--- config.mk ---
export PLATFORM = sky130hd
export DESIGN_NAME = pr_bridge_ctrl
export DESIGN_NICKNAME = d
export VERILOG_FILES = /design/src/rtl/pr_bridge_ctrl.sv
export SDC_FILE = /design/constraint.sdc
export NUM_CORES = 1
export LEC_CHECK = 0
export ABC_AREA = 0
export CAP_MARGIN = 20
export CORE_UTILIZATION = 30
export CTS_CLUSTER_DIAMETER = 80
export DETAILED_ROUTE_END_ITERATION = 10
export PLACE_DENSITY = 0.77
export SYNTH_ARGS = -nofsm -noshare
export SYNTH_HDL_FRONTEND = slang
export SYNTH_SLANG_ARGS = --single-unit
--- constraint.sdc ---
create_clock -name clk -period 3.1 [get_ports clk]
set_clock_uncertainty 0.15 [all_clocks]
set_input_delay 0.62 -clock clk [delete_from_list [all_inputs] [get_ports clk]]
set_output_delay 0.62 -clock clk [all_outputs]
set_load 0.01 [all_outputs]
--- src/rtl/pr_bridge_ctrl.sv ---
// Processor-bus to peripheral bridge: decodes the 0x7F00 window, sequences a
// ready/valid access with stall and timeout, and synchronises interrupt lines.
module pr_bridge_ctrl #(
  parameter int TIMEOUT     = 16,
  parameter int SYNC_STAGES = 2
) (
  input  logic        clk,
  input  logic        reset,
  input  logic [31:0] PrAddr,
  input  logic [31:0] PrWD,
  input  logic        PrWE,
  input  logic        PrRE,
  output logic [31:0] PrRD,
  output logic        PrStall,
  output logic        BusErr,
  output logic [2:0]  DEV_Sel,
  output logic [1:0]  DEV_Addr,
  output logic [31:0] DEV_WD,
  output logic        DEV_WE,
  input  logic [31:0] DEV_RD0,
  input  logic [31:0] DEV_RD1,
  input  logic [31:0] DEV_RD2,
  input  logic [2:0]  DEV_Rdy,
  input  logic [2:0]  DEV_Irq,
  input  logic [2:0]  ExtIrq,
  output logic [7:2]  HWInt
);

  localparam int CW = (TIMEOUT > 1) ? $clog2(TIMEOUT) : 1;

  typedef enum logic [1:0] {IDLE = 2'b00, WAIT = 2'b01, DONE = 2'b10} state_t;

  state_t        state_r;
  logic [CW-1:0] cnt_r;
  logic [5:0]    sync_r [SYNC_STAGES];

  logic          in_window_s;
  logic          valid_s;
  logic          req_s;
  logic          accept_s;
  logic          decerr_s;
  logic          rdy_sel_s;
  logic          last_s;
  logic          timeout_s;
  logic [31:0]   rd_mux_s;
  logic          unused_s;

  function automatic logic [2:0] onehot3(input logic [1:0] idx);
    case (idx)
      2'd0:    onehot3 = 3'b001;
      2'd1:    onehot3 = 3'b010;
      2'd2:    onehot3 = 3'b100;
      default: onehot3 = 3'b000;
    endcase
  endfunction

  assign in_window_s = (PrAddr[31:8] == 24'h00007F);
  assign valid_s     = in_window_s && (PrAddr[7:6] == 2'b00) && (PrAddr[5:4] != 2'b11);
  assign req_s       = PrWE | PrRE;
  assign accept_s    = (state_r == IDLE) && req_s && valid_s;
  assign decerr_s    = (state_r == IDLE) && req_s && in_window_s && !valid_s;
  // DEV_Sel holds the one-hot latched index, so masking with it ignores other devices.
  assign rdy_sel_s   = |(DEV_Rdy & DEV_Sel);
  assign last_s      = (cnt_r == CW'(TIMEOUT - 1));
  assign timeout_s   = (state_r == WAIT) && !rdy_sel_s && last_s;
  assign unused_s    = ^PrAddr[1:0];

  assign PrStall = !reset && ((state_r == WAIT) || accept_s);
  assign BusErr  = !reset && (decerr_s || timeout_s);
  assign HWInt   = sync_r[SYNC_STAGES-1];

  // Read-data select driven by the latched device select.
  always_comb begin
    rd_mux_s = 32'h0000_0000;
    case (DEV_Sel)
      3'b001:  rd_mux_s = DEV_RD0;
      3'b010:  rd_mux_s = DEV_RD1;
      3'b100:  rd_mux_s = DEV_RD2;
      default: rd_mux_s = 32'h0000_0000;
    endcase
  end

  // Access sequencer; the DEV_* registers double as the request latches.
  always_ff @(posedge clk or posedge reset) begin
    if (reset) begin
      state_r  <= IDLE;
      cnt_r    <= '0;
      PrRD     <= 32'h0000_0000;
      DEV_Sel  <= 3'b000;
      DEV_Addr <= 2'b00;
      DEV_WD   <= 32'h0000_0000;
      DEV_WE   <= 1'b0;
    end else begin
      case (state_r)
        IDLE: begin
          if (accept_s) begin
            state_r  <= WAIT;
            cnt_r    <= '0;
            DEV_Sel  <= onehot3(PrAddr[5:4]);
            DEV_Addr <= PrAddr[3:2];
            DEV_WD   <= PrWD;
            DEV_WE   <= PrWE;
          end else if (decerr_s) begin
            PrRD <= 32'h0000_0000;
          end else begin
            state_r <= IDLE;
          end
        end
        WAIT: begin
          if (rdy_sel_s || last_s) begin
            if (!DEV_WE) begin
              PrRD <= rdy_sel_s ? rd_mux_s : 32'h0000_0000;
            end else begin
              PrRD <= PrRD;
            end
            state_r  <= DONE;
            DEV_Sel  <= 3'b000;
            DEV_Addr <= 2'b00;
            DEV_WD   <= 32'h0000_0000;
            DEV_WE   <= 1'b0;
          end else begin
            cnt_r <= cnt_r + CW'(1);
          end
        end
        DONE: begin
          state_r <= IDLE;
        end
        default: begin
          state_r  <= IDLE;
          DEV_Sel  <= 3'b000;
          DEV_Addr <= 2'b00;
          DEV_WD   <= 32'h0000_0000;
          DEV_WE   <= 1'b0;
        end
      endcase
    end
  end

  // Interrupt synchroniser chain, {ExtIrq, DEV_Irq} per stage.
  always_ff @(posedge clk or posedge reset) begin
    if (reset) begin
      for (int i = 0; i < SYNC_STAGES; i++) sync_r[i] <= 6'b000000;
    end else begin
      sync_r[0] <= {ExtIrq, DEV_Irq};
      for (int i = 1; i < SYNC_STAGES; i++) sync_r[i] <= sync_r[i-1];
    end
  end

endmodule

==> flow_metrics.tcl <==
set metrics [dict create \
    io_pins 251 \
    status "finished clean" \
    wl_mm 12.9 \
    row_count 44 \
    die_w_um 125 \
    layout_min_cycle_time_ns 3.02 \
    async_flop_share 1.00 \
    startpoint_type "primary input" \
    ys_ff_latch 88 \
    finalPower_mw 2.71 \
    yosys.area.top_type_share 0.487 \
    dieArea_mm2 0.0156 \
    yosysWarningCount 0 \
    seq_area_frac_synth 0.487 \
    fillCellCount 1361 \
    synthTopCellsByArea "dfrtp_1 49%, mux2i_1 15%, nand2_1 8.6%, inv_1 5.9%, a22oi_1 5.3%" \
    clkSlewWorstSetupHoldPaths_ns 0.06 \
    end_kind "primary output" \
    fin_crit_sh 0.973 \
    cts-root-buf "clkbuf_16" \
    io_buffer_count 248 \
    power_density_mw_per_mm2 353 \
    final.setup.worst_slack_ns 0.0826 \
    drive_gt1_frac 0.0780 \
    place_ws_ns -0.558 \
    clock_latency_ns 0.34 \
    crit_chain "clkdlybuf4s50_1, nor4_2, nand2b_1, nor4_2, buf_4, a21oi_1, nor2_1, buf_4" \
    worst_ep_required_time_ns 2.33 \
    crit_buf_inv 3 \
    syn_inst 483 \
    hold_buffers 0 \
    grt-ovfl-total 0 \
    synthDominantAreaCellType "dfrtp_1" \
    crit_family "simple AND/OR/NAND/NOR gates" \
    cpMaxStageDelayCell "clkdlybuf4s50_1" \
    drc 0 \
    die_y_um 125 \
    ir_worst_vdd_mv 0.227 \
    syn_avg_cell_area_um2 9.36 \
    yosysMostFrequentCell "nand2_1" \
    cp.arrival_ns 2.25 \
    drtAntennaViolNets 0 \
    insertedDiodeCount 0 \
    synth_ff_type "dfrtp_1" \
    routedWlPerCell_um 14.1 \
    setup-tns-final_ns 0 \
    slew_violations 0 \
    hp-class "flip-flop to flip-flop" \
    finalSetupViolations 0 \
    core_mm2 0.0146 \
    max_freq_mhz 331 \
    leakage_nw 3.96 \
    syn-num-nets 657 \
    clockBufferDepth 2 \
    drtIter0Drc 188 \
    synthTopCellsByCount "103 x nand2_1, 88 x dfrtp_1, 71 x inv_1, 67 x mux2i_1, 35 x o21ai_0" \
    track_usage 0.173 \
    hold_viol 0 \
    worst_pin_slew_ns 0.566 \
    vias_per_cell 4.58 \
    syn-cell-area_mm2 0.00452 \
    crit_type "primary input to primary output" \
    synthDistinctLibCells 38 \
    slowest_delay_ns 0.41 \
    relSlewSlack 0.622 \
    cts_tree "done" \
    antenna_found_initial 0 \
    grt_max_degree 55 \
    grt_pass1_wl_mm 21.4 \
    via_count 4194 \
    synth_edf_count 0 \
    initial_core_util 0.310 \
    syn_to_final_growth_pct 69.7 \
    dr.pass1.iters 5 \
    hold_ws_ns 0.199 \
    hpwl_mm 9.77 \
    gp_congestion 0.758 \
    numCtsBuffers 9 \
    clkSinkCount 88 \
    maxCapViolations 0 \
    ctsHtreeMaxLevel 3 \
    nNetsFinal 900 \
    grt_pass1_vias 4212 \
    worst-path-max-fanout 2 \
]
what timing repair did:
| item | CTS | global route |
|---|---|---|
| pin swaps | 4 | 9 |
| buffers inserted | 0 | 0 |
| endpoints found under the hold margin | 0 | 0 |
| gates resized for setup | 10 | 17 |
| endpoints found under the setup margin | 2 | 2 |
cells in the final DEF, fill, tap and decap left out, types with 2 or more instances in the layout:
cell type and instances:
inv_6 2, a22oi_1 32, mux2_2 3, a21o_1 2
nor4_2 3, nand4_1 2, buf_4 18, a21oi_4 2
clkinv_4 2, clkbuf_16 9, nor2_1 6, o21ai_0 35
nand2_1 103, dfrtp_1 88, buf_12 3, mux2i_1 67
nand3_1 2, nor2b_2 2, nor4_1 2, inv_1 70
clkdlybuf4s50_1 237, bufinv_16 3, nand2b_1 2, a21oi_1 3
dlymetal6s2s_1 9, nor2b_1 2, nor4b_1 2
worst reg2reg max path: stages, from the launching register on:
cell      delay [ns]
dfrtp_1         0.46
a222oi_1        0.40
buf_4           0.18
buf_4           0.13
a21oi_2         0.08
a21oi_4         0.49
buf_12          0.27
mux2i_1         0.23
stage by stage:
stage | utilization | cell area, µm² | cells
6_report | 0.526 | 7670 | 915
5_1_grt | 0.526 | 7670 | 915
4_1_cts | 0.521 | 7600 | 915
3_5_place_dp | 0.496 | 7240 | 899
3_3_place_gp | 0.496 | 7240 | 899
2_1_floorplan | - | 4520 | 483
cells by family after synthesis:
group | count (synthesis) | share of synthesized area
AND/OR/NAND/NOR | 134 | 0.130
buffers and inverters | 107 | 0.106
flip-flops | 88 | 0.487
AO/OA/AOI/OAI | 83 | 0.118
multiplexers | 70 | 0.156
adder cells (fa/ha/maj) | 1 | 0.00277
worst paths after layout:
check,startpoint,to,slack [ns],cells past startpoint
worst min register to register,sync_r[9],HWInt[5],0.20,0
worst min-delay path,sync_r[9],HWInt[5],0.20,0
worst max-delay path,PrAddr[26],BusErr,0.08,8
min in group asynchronous,reset,DEV_Addr[1],0.58,3
worst max register to register,DEV_Sel[0],PrRD[20],0.64,7
max in group asynchronous,reset,PrRD[3],1.81,3
flip-flops by register name, indices dropped and copies added, names as in the netlist:
name / flops
PrRD: 32
DEV_Addr: 2
DEV_WE: 1
HWInt: 6
DEV_WD: 32
DEV_Sel: 3
cnt_r: 4
state_r: 2
sync_r: 6
per-layer routing:
layer  GRT usage  up-vias  share of wire
met5           0        -              0
met4      0.0652        0          0.018
met3      0.0550       14          0.092
met2       0.277      181           0.47
met1       0.216     1924           0.42
li1            -     2075              -
where the power goes:
part	switching (mW)	internal, mW	leakage [nW]
combinational	0.0740	0.207	2.95
sequential	0.00208	1.16	0.841
clock	0.472	0.796	0.171
layout make-up:
type / instances / area (µm²) / area share
clock buffers: 9 / 225 / 0.0294
clock inverters: 7 / 125 / 0.0163
inverters: 71 / 268 / 0.0349
multi-input cells: 288 / 1930 / 0.252
flip-flops and latches: 88 / 2200 / 0.287
well taps: 184 / 230 / 0.0300
repair buffers: 268 / 2690 / 0.350
No activity file was read; power rests on OpenSTA's default activity.
